===== src/rtl/apb_mig_bridge.sv =====
// apb_mig_bridge: single-clock APB slave to MIG user-port bridge.
// Posted-write command queue, blocking reads, optional read timeout.
//
// Parameters: ADDR_W, DATA_W, MIG_ADDR_W, CMD_DEPTH, TIMEOUT.
// APB side : pclk_i, preset_ni (sync, active-low), psel_i, penable_i,
//            pwrite_i, paddr_i, pwdata_i, pstrb_i -> pready_o,
//            pslverr_o, prdata_o.
// MIG side : mig_ready_i, mig_valid_i, mig_data_i -> mig_en_o,
//            mig_w_en_o, mig_addr_o, mig_data_o, mig_strb_o.
// Optional : define APB_MIG_TIMEOUT_EN for read timeout and late-data
//            discard; default build waits for read data forever.
module apb_mig_bridge #(
  parameter int ADDR_W     = 32,
  parameter int DATA_W     = 32,
  parameter int MIG_ADDR_W = 27,
  parameter int CMD_DEPTH  = 4,
  parameter int TIMEOUT    = 256
) (
  input  logic                  pclk_i,
  input  logic                  preset_ni,
  input  logic                  psel_i,
  input  logic                  penable_i,
  input  logic                  pwrite_i,
  input  logic [ADDR_W-1:0]     paddr_i,
  input  logic [DATA_W-1:0]     pwdata_i,
  input  logic [DATA_W/8-1:0]   pstrb_i,
  output logic                  pready_o,
  output logic                  pslverr_o,
  output logic [DATA_W-1:0]     prdata_o,
  input  logic                  mig_ready_i,
  output logic                  mig_en_o,
  output logic                  mig_w_en_o,
  output logic [MIG_ADDR_W-1:0] mig_addr_o,
  output logic [DATA_W-1:0]     mig_data_o,
  output logic [DATA_W/8-1:0]   mig_strb_o,
  input  logic                  mig_valid_i,
  input  logic [DATA_W-1:0]     mig_data_i
);

  localparam int STRB_W = DATA_W / 8;
  localparam int OFF_W  = $clog2(STRB_W);
  localparam int PTR_W  = $clog2(CMD_DEPTH);
  localparam int CNT_W  = PTR_W + 1;
  localparam int HI     = OFF_W + MIG_ADDR_W;

  if ((DATA_W % 8) != 0 || DATA_W < 16) begin : g_bad_data
    $error("DATA_W must be a multiple of 8 and at least 16");
  end
  if (HI > ADDR_W) begin : g_bad_addr
    $error("MIG_ADDR_W plus byte offset exceeds ADDR_W");
  end
  if (CMD_DEPTH < 2 || (CMD_DEPTH & (CMD_DEPTH - 1)) != 0)
  begin : g_bad_depth
    $error("CMD_DEPTH must be a power of two, at least 2");
  end
  if (TIMEOUT < 2) begin : g_bad_timeout
    $error("TIMEOUT must be at least 2");
  end

  if (HI < ADDR_W) begin : g_hi
    logic unused_hi;
    assign unused_hi = ^paddr_i[ADDR_W-1:HI];
  end

  typedef enum logic [1:0] {
    IDLE,
    RD_WAIT,
    RESP
  } state_t;

  logic access;
  logic misaligned;
  logic full;
  logic empty;
  logic push;
  logic pop;

  assign access     = psel_i & penable_i;
  assign misaligned = |paddr_i[OFF_W-1:0];

  logic                  q_w [CMD_DEPTH];
  logic [MIG_ADDR_W-1:0] q_a [CMD_DEPTH];
  logic [DATA_W-1:0]     q_d [CMD_DEPTH];
  logic [STRB_W-1:0]     q_s [CMD_DEPTH];
  logic [PTR_W-1:0]      wr_ptr;
  logic [PTR_W-1:0]      rd_ptr;
  logic [CNT_W-1:0]      count;

  assign full  = (count == CNT_W'(CMD_DEPTH));
  assign empty = (count == '0);
  assign pop   = ~empty & mig_ready_i;

  // full is taken from the registered count, so a push is refused
  // even when a pop frees a slot in the same cycle.
  always_ff @(posedge pclk_i) begin
    if (!preset_ni) begin
      wr_ptr <= '0;
      rd_ptr <= '0;
      count  <= '0;
      for (int i = 0; i < CMD_DEPTH; i++) begin
        q_w[i] <= 1'b0;
        q_a[i] <= '0;
        q_d[i] <= '0;
        q_s[i] <= '0;
      end
    end else begin
      if (push) begin
        q_w[wr_ptr] <= pwrite_i;
        q_a[wr_ptr] <= paddr_i[OFF_W +: MIG_ADDR_W];
        q_d[wr_ptr] <= pwdata_i;
        q_s[wr_ptr] <= pwrite_i ? pstrb_i : '0;
        wr_ptr      <= wr_ptr + PTR_W'(1);
      end
      if (pop) begin
        rd_ptr <= rd_ptr + PTR_W'(1);
      end
      unique case ({push, pop})
        2'b10:   count <= count + CNT_W'(1);
        2'b01:   count <= count - CNT_W'(1);
        default: count <= count;
      endcase
    end
  end

  state_t              state_q;
  state_t              state_d;
  logic [DATA_W-1:0]   rdata_q;
  logic [DATA_W-1:0]   rdata_d;
  logic                err_q;
  logic                err_d;
  logic                drop_q;
  logic                rdy;
  logic                slverr;
  logic [DATA_W-1:0]   rdata_out;

`ifdef APB_MIG_TIMEOUT_EN
  localparam int TC_W = $clog2(TIMEOUT);

  logic            drop_d;
  logic [TC_W-1:0] tcnt_q;
  logic [TC_W-1:0] tcnt_d;

  always_ff @(posedge pclk_i) begin
    if (!preset_ni) begin
      drop_q <= 1'b0;
      tcnt_q <= '0;
    end else begin
      drop_q <= drop_d;
      tcnt_q <= tcnt_d;
    end
  end
`else
  assign drop_q = 1'b0;
`endif

  always_ff @(posedge pclk_i) begin
    if (!preset_ni) begin
      state_q <= IDLE;
      rdata_q <= '0;
      err_q   <= 1'b0;
    end else begin
      state_q <= state_d;
      rdata_q <= rdata_d;
      err_q   <= err_d;
    end
  end

  always_comb begin
    state_d   = state_q;
    push      = 1'b0;
    rdy       = 1'b0;
    slverr    = 1'b0;
    rdata_out = '0;
    rdata_d   = rdata_q;
    err_d     = err_q;
`ifdef APB_MIG_TIMEOUT_EN
    drop_d    = drop_q;
    tcnt_d    = tcnt_q;
    // Late data for a timed-out read is swallowed here.
    if (drop_q && mig_valid_i) begin
      drop_d = 1'b0;
    end
`endif
    unique case (state_q)
      IDLE: begin
        if (access) begin
          if (misaligned) begin
            rdy    = 1'b1;
            slverr = 1'b1;
          end else if (pwrite_i) begin
            if (!full) begin
              push = 1'b1;
              rdy  = 1'b1;
            end
          end else if (!full && !drop_q) begin
            push    = 1'b1;
            state_d = RD_WAIT;
`ifdef APB_MIG_TIMEOUT_EN
            tcnt_d  = '0;
`endif
          end
        end
      end
      RD_WAIT: begin
        if (mig_valid_i) begin
          rdata_d = mig_data_i;
          err_d   = 1'b0;
          state_d = RESP;
        end
`ifdef APB_MIG_TIMEOUT_EN
        else if (tcnt_q == TC_W'(TIMEOUT - 1)) begin
          rdata_d = '0;
          err_d   = 1'b1;
          drop_d  = 1'b1;
          state_d = RESP;
        end else begin
          tcnt_d = tcnt_q + TC_W'(1);
        end
`endif
      end
      RESP: begin
        rdy       = 1'b1;
        slverr    = err_q;
        rdata_out = rdata_q;
        state_d   = IDLE;
      end
      default: state_d = IDLE;
    endcase
  end

  // Outputs are forced low while reset is held.
  assign pready_o   = preset_ni & rdy;
  assign pslverr_o  = preset_ni & slverr;
  assign prdata_o   = preset_ni ? rdata_out : '0;
  assign mig_en_o   = preset_ni & pop;
  assign mig_w_en_o = preset_ni & pop & q_w[rd_ptr];
  assign mig_addr_o = preset_ni ? q_a[rd_ptr] : '0;
  assign mig_data_o = preset_ni ? q_d[rd_ptr] : '0;
  assign mig_strb_o = preset_ni ? q_s[rd_ptr] : '0;

endmodule


===== config.mk =====
export PLATFORM = sky130hd
export DESIGN_NAME = apb_mig_bridge
export DESIGN_NICKNAME = d
export VERILOG_FILES = /design/src/rtl/apb_mig_bridge.sv
export SDC_FILE = /design/constraint.sdc
export NUM_CORES = 1
export LEC_CHECK = 0
export BUFFER_PORTS_ARGS = -buffer_cell sky130_fd_sc_hd__buf_2
export CAP_MARGIN = 20
export CORE_AREA = 2 2 183 185
export CTS_BUF_LIST = sky130_fd_sc_hd__clkbuf_16
export CTS_CLUSTER_DIAMETER = 100
export DETAILED_ROUTE_END_ITERATION = 8
export DIE_AREA = 0 0 185 187
export HOLD_SLACK_MARGIN = 0.1
export SLEW_MARGIN = 20
export SYNTH_ARGS = -nofsm -noshare
export SYNTH_HDL_FRONTEND = slang
export SYNTH_SLANG_ARGS = --single-unit
export TNS_END_PERCENT = 50

===== constraint.sdc =====
create_clock -name pclk_i -period 7.7 [get_ports pclk_i]
set_input_delay 0.77 -clock pclk_i [delete_from_list [all_inputs] [get_ports pclk_i]]
set_output_delay 0.77 -clock pclk_i [all_outputs]
set_load 0.01 [all_outputs]

==> impl_metrics.json, run 1 <==
{
  "status": "finished, final reports clean",
  "synthArstFlopShare": 0,
  "fp.dieH_um": 187,
  "ys_ff_latch": 299,
  "relSlewSlack": 0.292,
  "p_leak_nw": 6.19,
  "drc": 0,
  "finalHoldViolCount": 0,
  "track_usage": 0.177,
  "worst_pin_slew_ns": 1.06,
  "h-tree-depth": 2,
  "cts_tree": "built",
  "grtUsageMet1": 0.226,
  "slew_violations": 0,
  "place_congestion": 0.768,
  "post_synth_instance_area_um2": 13500,
  "synth_edf_count": 253,
  "yosysSeqAreaShare": 0.633,
  "wire_per_inst_um": 19.0,
  "start_kind": "primary input",
  "yosysWarnings": 0,
  "syn-num-nets": 1052,
  "cp-end-kind": "primary output",
  "root_buffer": "clkbuf_16",
  "final_core_util": 0.480,
  "crit_arrival_ns": 3.19,
  "clock_latency_ns": 0.50,
  "holdWs_ns": 0.451,
  "met3_usage": 0.0352,
  "cts.repair.resized": 0,
  "setup_slack_ns": 3.74,
  "cp.required_ns": 6.93,
  "die_area_um2": 34600,
  "cts_sinks": 299,
  "met2_usage": 0.307,
  "synthFlopType": "edfxtp_1",
  "cts_setup_buffers": 0,
  "gr-total-overflow": 0,
  "clockBufferDepth": 3,
  "grt_pass1_wl_um": 46700,
  "busiest_layer": "met2",
  "hold_class": "flip-flop to flip-flop",
  "nets": 1234,
  "io_pins": 206,
  "start_util": 0.410,
  "layout_commonest_cell": "and2_1",
  "dr.pass1.iters": 5,
  "grt_pass1_vias": 8215,
  "place_hpwl_um": 16400,
  "worstReg2RegStart": "state_q[1]$_SDFFE_PN0P_",
  "avgSynthCellArea_um2": 14.3,
  "clkTransAtPathRegs_ns": 0.06,
  "numCtsBuffers": 35,
  "portBuffers": 202,
  "antenna_left": 0,
  "rows": 67,
  "maxCapViolations": 0,
  "first_iter_violations": 468,
  "chipWidth_um": 185,
  "core_um2": 32900,
  "rsz0062_at_grt": "false",
  "viasPerCell": 4.89,
  "areaGrowthSynthToFinish_pct": 17.2,
  "hold_start": "rdata_q[9]$_SDFFE_PN0P_",
  "totalWireLength_um": 30300,
  "fin_crit_sh": 0.514,
  "yosysUniqueCellTypes": 40,
  "postCtsHoldBufs": 0,
  "power_density_nw_per_um2": 228,
  "crit_fanout": 78,
  "crit_type": "primary input to primary output",
  "syn_inst": 943,
  "final_cell_mix": "and2_1 (333), edfxtp_1 (253), buf_2 (201), nand2_1 (71), mux4_2 (64)",
  "max_freq_mhz": 252,
  "fin_crit_ns": 3.96,
  "via_count": 7819,
  "drive_gt1_frac": 0.293,
  "final-setup-viol-count": 0,
  "num-fill-cells": 2992,
  "place_worst_setup_slack_ns": 3.67,
  "tns_ns": 0,
  "grt_max_degree": 79,
  "clock_skew_ns": 0.0103,
  "antenna_found_initial": 3,
  "setup.worst_path.start": "preset_ni",
  "max-vdd-ir-drop_uv": 137
}
==> sequential cells by signal, summed over array words and instances, names as in the netlist, named ones only <==
signal   count
wr_ptr       2
q_a        108
count        3
q_w          4
rdata_q     32
q_s         16
rd_ptr       2
state_q      2
q_d        128
==> kinds of logic (layout without fill, tap and decap cells) <==
group / count (synthesis) / in the layout / synth area share
AOI/OAI and AO/OA: 43 / 43 / 0.0175
xor gates and xnor gates: 4 / 4 / 0.00260
adders and majority gates: 2 / 2 / 0.00242
buffers and inverters: 73 / 279 / 0.0367
DFF: 299 / 299 / 0.633
muxes: 68 / 68 / 0.110
other: 0 / 3 / 0
and+or+nand+nor: 454 / 454 / 0.198
==> per-stage QoR <==
step,total power [mW],area (um2),instances
2_1_floorplan,2.03,13500,943
3_3_place_gp,2.13,14700,1534
3_5_place_dp,2.13,14700,1534
4_1_cts,3.64,15700,1595
5_1_grt,3.73,15800,1598
6_report,3.59,15800,1600
==> worst max-delay path, stage by stage <==
cell and delay [ns]:
buf_4 0.66, inv_2 0.55, nor3b_2 0.54, buf_4 0.31, and2_1 0.18, buf_2 0.13
==> final timing paths <==
path / slack (ns) / depth (start not counted) / end
min reg2reg: 0.45 / 2 / rdata_q[9]$_SDFFE_PN0P_
max reg2reg: 4.61 / 4 / q_a[3][8]$_DFFE_PP_
min: 0.45 / 2 / rdata_q[9]$_SDFFE_PN0P_
max: 3.74 / 6 / prdata_o[17]
==> cell type report <==
class                           instances  area, um2  share of cell area
Antenna cell                            3       7.51            0.000476
Timing Repair Buffer                  213       1120              0.0711
Inverter                                5       18.8             0.00119
Multi-Input combinational cell        571       4500               0.285
Clock buffer                           38        951              0.0603
Sequential cell                       299       8530               0.540
Tap cell                              448        561              0.0355
Clock inverter                         23       96.3             0.00611
==> where the power goes <==
part / leakage (nW) / switching (mW) / internal [mW] / total [mW]
logic: 2.66 / 0.131 / 0.122 / 0.253
clock network: 0.559 / 0.623 / 0.881 / 1.50
registers: 2.97 / 0.0279 / 1.81 / 1.84
==> synthesized netlist by cell type, types with 2 or more instances <==
cell type / n / share of area
nand2_1: 71 / 0.020
a21oi_1: 35 / 0.013
edfxtp_1: 253 / 0.56
xor2_1: 3 / 0.0020
clkbuf_1: 30 / 0.0084
dfxtp_1: 46 / 0.068
mux4_2: 64 / 0.11
nand4_1: 3 / 0.0014
nand2b_1: 4 / 0.0019
buf_2: 8 / 0.0030
and4_1: 3 / 0.0020
nor2_1: 9 / 0.0025
buf_6: 28 / 0.023
o21ai_0: 2 / 0.00074
and2_1: 333 / 0.15
nor2b_1: 2 / 0.00093
and3_1: 18 / 0.0084
inv_1: 4 / 0.0011
mux2i_1: 4 / 0.0030
and3b_1: 2 / 0.0013
buf_1: 2 / 0.00056
==> per-layer routing <==
layer	wire length [um]	vias up
met5	12	-
met4	663	2
met3	1520	51
met2	15300	171
met1	12900	3878
li1	-	3717
No activity file was read; power rests on OpenSTA's default activity.
==> inputs of run 2 (changes only) <==
clock period = 4 ns   (was 7.7 ns; I/O delays follow)
==> impl_metrics.json, run 2 (synthesis results as in run 1) <==
{
  "final_cells": 1606,
  "antenna_found_initial": 6,
  "grt_pass1_vias": 8226,
  "crit_path_cell_trace": "buf_4 > mux4_2 > and2_1 > buf_2",
  "cts.repair.resized": 0,
  "clock_skew_ns": 0.0117,
  "nets": 1238,
  "drive_gt1_frac": 0.292,
  "max-vdd-ir-drop_uv": 230,
  "first_iter_violations": 478,
  "r2r_end": "count[2]$_SDFFE_PN0P_",
  "p_leak_nw": 6.22,
  "numCtsBuffers": 34,
  "hold_depth": 3,
  "place_hpwl_um": 17000,
  "portBuffers": 202,
  "place_worst_setup_slack_ns": 1.48,
  "core_um2": 32900,
  "post_dp_cell_area_um2": 14800,
  "viasPerCell": 4.89,
  "slew_violations": 0,
  "wire_per_inst_um": 18.7,
  "clkTransAtPathRegs_ns": 0.06,
  "largest_register": "q_d",
  "areaGrowthSynthToFinish_pct": 17.8,
  "r2r_setup_slack_ns": 1.53,
  "via_count": 7856,
  "crit_arrival_ns": 2.39,
  "crit_type": "flip-flop to primary output",
  "cts_tree": "built",
  "cpPeakStageDelay_ns": 0.58,
  "track_usage": 0.176,
  "post-place-cells": 1541,
  "hold_class": "primary input to flip-flop",
  "design_area_um2": 15900,
  "fin_crit_ns": 2.79,
  "drc": 0,
  "root_buffer": "clkbuf_16",
  "finalHoldViolCount": 0,
  "reg2reg_depth": 8,
  "setup_slack_ns": 1.21,
  "hold_start": "mig_data_i[16]",
  "layout_commonest_cell": "and2_1",
  "worst_pin_slew_ns": 1.03,
  "postCtsHoldBufs": 0,
  "cp_slowest_cell": "dfxtp_4",
  "status": "finished, final reports clean",
  "chipWidth_um": 185,
  "max_freq_mhz": 358,
  "start_util": 0.410,
  "final_core_util": 0.483,
  "cts_sinks": 299,
  "maxCapViolations": 0,
  "io_pins": 206,
  "cp-end-kind": "primary output",
  "antenna_left": 0,
  "fp.dieH_um": 187,
  "place_congestion": 0.741,
  "holdPathEnd": "rdata_q[16]$_SDFFE_PN0P_",
  "fin_crit_sh": 0.697,
  "cts_setup_buffers": 0,
  "grt_max_degree": 65,
  "grt_pass1_wl_um": 46600,
  "final_cell_mix": "and2_1 (333), edfxtp_1 (253), buf_2 (201), nand2_1 (71), mux4_2 (64)",
  "start_kind": "flip-flop",
  "rsz0062_at_grt": "false",
  "h-tree-depth": 2,
  "clockBufferDepth": 3,
  "crit_fanout": 17,
  "clock_latency_ns": 0.50,
  "relSlewSlack": 0.314,
  "num-fill-cells": 2953,
  "gr-total-overflow": 0,
  "die_area_um2": 34600,
  "rows": 67,
  "totalWireLength_um": 30000,
  "tns_ns": 0,
  "largest_reg_flops": 128,
  "cp.required_ns": 3.60,
  "top_regs": "q_d x128, q_a x108, rdata_q x32",
  "dr.pass1.iters": 6,
  "final-setup-viol-count": 0,
  "power_density_nw_per_um2": 437,
  "worstReg2RegStart": "count[2]$_SDFFE_PN0P_"
}
run 2: critical path: cells and delay by family (launching register included):
family,cells,cell delay [ns]
flip-flops,1,0.58
multiplexers,1,0.54
AND/OR/NAND/NOR,1,0.19
buffers and inverters,2,0.57
run 2: area by class of cell:
type | count | area [um2] | area share
sequential | 299 | 8530 | 0.537
clock inverter | 24 | 119 | 0.00749
timing repair buffer | 218 | 1210 | 0.0762
inverter | 5 | 18.8 | 0.00118
clock buffer | 37 | 926 | 0.0584
multi-input combinational | 571 | 4500 | 0.283
tap | 448 | 561 | 0.0353
antenna | 4 | 10.0 | 0.000631
run 2: worst max-delay path by stage:
| stage | slack [ns] | to | startpoint | depth (start not counted) |
|---|---|---|---|---|
| after floorplan | 0.87 | q_a[3][0]$_DFFE_PP_ | paddr_i[1] | 3 |
| after global routing | 1.02 | mig_strb_o[2] | flip-flop | 4 |
| after global placement | 1.52 | q_a[1][9]$_SDFFCE_PN0P_ | preset_ni | 4 |
| after detailed placement | 1.48 | q_a[1][9]$_SDFFCE_PN0P_ | preset_ni | 4 |
| after CTS | 1.10 | mig_strb_o[2] | flip-flop | 4 |
| final | 1.21 | mig_strb_o[2] | flip-flop | 4 |
run 2: metal layers:
layer	wire (um)	global-route usage	up-vias
li1	-	-	3729
met1	12600	0.222	3902
met2	15200	0.310	177
met3	1550	0.0358	42
met4	518	0.0421	6
met5	29	0	-
run 2: per-stage QoR:
stage / hold WS (ns) / power, mW
2_1_floorplan: 0.432 / 3.90
3_5_place_dp: 0.443 / 4.12
4_1_cts: 0.108 / 7.02
6_report: 0.129 / 6.93
3_3_place_gp: 0.437 / 4.11
5_1_grt: 0.117 / 7.19
run 2: where the power goes:
group          internal [mW]  switching [mW]  total, mW  leakage [nW]
combinational          0.245           0.261      0.506          2.69
clock                   1.71            1.18       2.90         0.548
sequential              3.48          0.0459       3.53          2.97
total                   5.44            1.49       6.93          6.22
==> inputs of run 3 (changes only) <==
clock period = 2.37 ns   (was 4 ns; I/O delays follow)
==> impl_metrics.json, run 3 (synthesis results as in run 1) <==
{
  "place_hpwl_um": 17100,
  "areaGrowthSynthToFinish_pct": 26.6,
  "cp_slowest_cell": "mux4_2",
  "layout_commonest_cell": "and2_1",
  "start_kind": "flip-flop",
  "cp_num_buf_inv": 2,
  "relSlewSlack": 0.483,
  "p_leak_nw": 6.73,
  "hold_class": "primary input to flip-flop",
  "cp-end-kind": "primary output",
  "clock_latency_ns": 0.50,
  "cp.required_ns": 2.13,
  "finalHoldViolCount": 0,
  "design_area_um2": 17100,
  "io_pins": 206,
  "die_area_um2": 34600,
  "final-setup-viol-count": 0,
  "final_cell_mix": "and2_1 (332), edfxtp_1 (253), buf_2 (202), dlygate4sd3_1 (96), nand2_1 (71)",
  "largest_register": "q_d",
  "hold_start": "paddr_i[0]",
  "clockBufferDepth": 3,
  "cts_tree": "built",
  "holdPathEnd": "q_w[2]$_DFF_P_",
  "clock_skew_ns": 0.0102,
  "switching_power_mw": 2.60,
  "hold_depth": 4,
  "post_dp_cell_area_um2": 14900,
  "crit_arrival_ns": 2.04,
  "rsz0062_at_grt": "false",
  "rows": 67,
  "drive_gt1_frac": 0.285,
  "fp.dieH_um": 187,
  "tns_ns": 0,
  "antenna_left": 0,
  "grt_pass1_vias": 8566,
  "antenna_found_initial": 1,
  "largest_reg_flops": 128,
  "grt_max_degree": 78,
  "crit_path_cell_trace": "buf_12 > mux4_2 > and2_1 > buf_2",
  "power_density_nw_per_um2": 719,
  "combPwrFrac": 0.085,
  "num-fill-cells": 2895,
  "numCtsBuffers": 34,
  "clkPwrFrac": 0.430,
  "top_regs": "q_d x128, q_a x108, rdata_q x32",
  "core_um2": 32900,
  "root_buffer": "clkbuf_16",
  "chipWidth_um": 185,
  "status": "finished, final reports clean",
  "slew_violations": 0,
  "nets": 1350,
  "wire_per_inst_um": 18.2,
  "track_usage": 0.183,
  "r2r_setup_slack_ns": 0.21,
  "crit_type": "flip-flop to primary output",
  "r2r_end": "count[2]$_SDFFE_PN0P_",
  "dr.pass1.iters": 4,
  "seq_power_share": 0.485,
  "reg2reg_depth": 8,
  "max_freq_mhz": 439,
  "worst_pin_slew_ns": 0.776,
  "portBuffers": 202,
  "cpPeakStageDelay_ns": 0.50,
  "drc": 0,
  "holdWs_ns": 0.134,
  "totalWireLength_um": 31300,
  "place_congestion": 0.718,
  "crit_family": "multiplexers",
  "maxCapViolations": 0,
  "fin_crit_sh": 0.961,
  "first_iter_violations": 443,
  "p_sw_frac": 0.212,
  "cts_sinks": 299,
  "h-tree-depth": 2,
  "max-vdd-ir-drop_uv": 632,
  "viasPerCell": 4.86,
  "grt_pass1_wl_um": 48500,
  "start_util": 0.410,
  "fin_crit_ns": 2.28,
  "worstReg2RegStart": "count[2]$_SDFFE_PN0P_",
  "via_count": 8322,
  "crit_fanout": 18,
  "gr-total-overflow": 0,
  "internal_power_mw": 9.66,
  "clkTransAtPathRegs_ns": 0.06
}
-- run 3: per-layer routing --
layer  global-route usage  routed length, um  vias up
li1                     -                  -     3952
met1                0.236              13500     4146
met2                0.321              15900      178
met3               0.0317               1340       44
met4               0.0412                520        2
met5                    0                  7        -
-- run 3: worst max-delay path by stage --
| stage | startpoint | to | cells after the start |
|---|---|---|---|
| after CTS | flip-flop | mig_data_o[26] | 4 |
| after floorplan | state_q[0]$_SDFFE_PN0P_ | q_a[3][0]$_DFFE_PP_ | 4 |
| after detailed placement | count[2]$_SDFFE_PN0P_ | count[2]$_SDFFE_PN0P_ | 8 |
| after global routing | flip-flop | mig_data_o[26] | 4 |
| final | flip-flop | mig_data_o[26] | 4 |
| after global placement | count[2]$_SDFFE_PN0P_ | count[2]$_SDFFE_PN0P_ | 8 |
-- run 3: timing repair --
action | 4_1_cts | 5_1_grt
hold buffers | 96 | 0
pin swaps | 0 | 0
endpoints found under the hold margin | 285 | 0
resized for setup | 1 | 0
setup buffers | 2 | 2
endpoints found under the setup margin | 52 | 10
-- run 3: worst register-to-register path, stage by stage, from the launching register on --
cell and delay (ns):
dfxtp_1 0.36, or3b_1 0.38, nand3_1 0.11, ha_1 0.19, inv_1 0.06, fa_1 0.38, xor2_1 0.16, or3_1 0.30
a21oi_1 0.14
-- run 3: layout make-up --
type                    count  area, um2  area share
well taps                 448        561      0.0329
inverters                   5       18.8     0.00110
diodes                      1       2.50    0.000147
clock inverters            23        201      0.0118
repair buffers            330       2310       0.136
multi-input cells         571       4500       0.264
flip-flops and latches    299       8530       0.500
clock buffers              37        926      0.0543
-- run 3: power by group through the flow --
stage / registers, mW / logic, mW / clock network (mW)
4_1_cts: 5.94 / 1.06 / 5.40
3_5_place_dp: 6.06 / 0.910 / 0
3_3_place_gp: 6.06 / 0.906 / 0
6_report: 5.94 / 1.04 / 5.27
5_1_grt: 5.95 / 1.14 / 5.61
2_1_floorplan: 6.02 / 0.552 / 0
-- run 3: per-stage QoR --
stage	instances	util	total power [mW]	setup WS, ns
detailed placement	1553	0.454	6.97	0.226
global route	1713	0.519	12.7	0.00214
CTS	1711	0.518	12.4	0.00860
global placement	1553	0.454	6.96	0.228
finish	1714	0.519	12.3	0.0927
floorplan	943	-	6.57	-0.0679
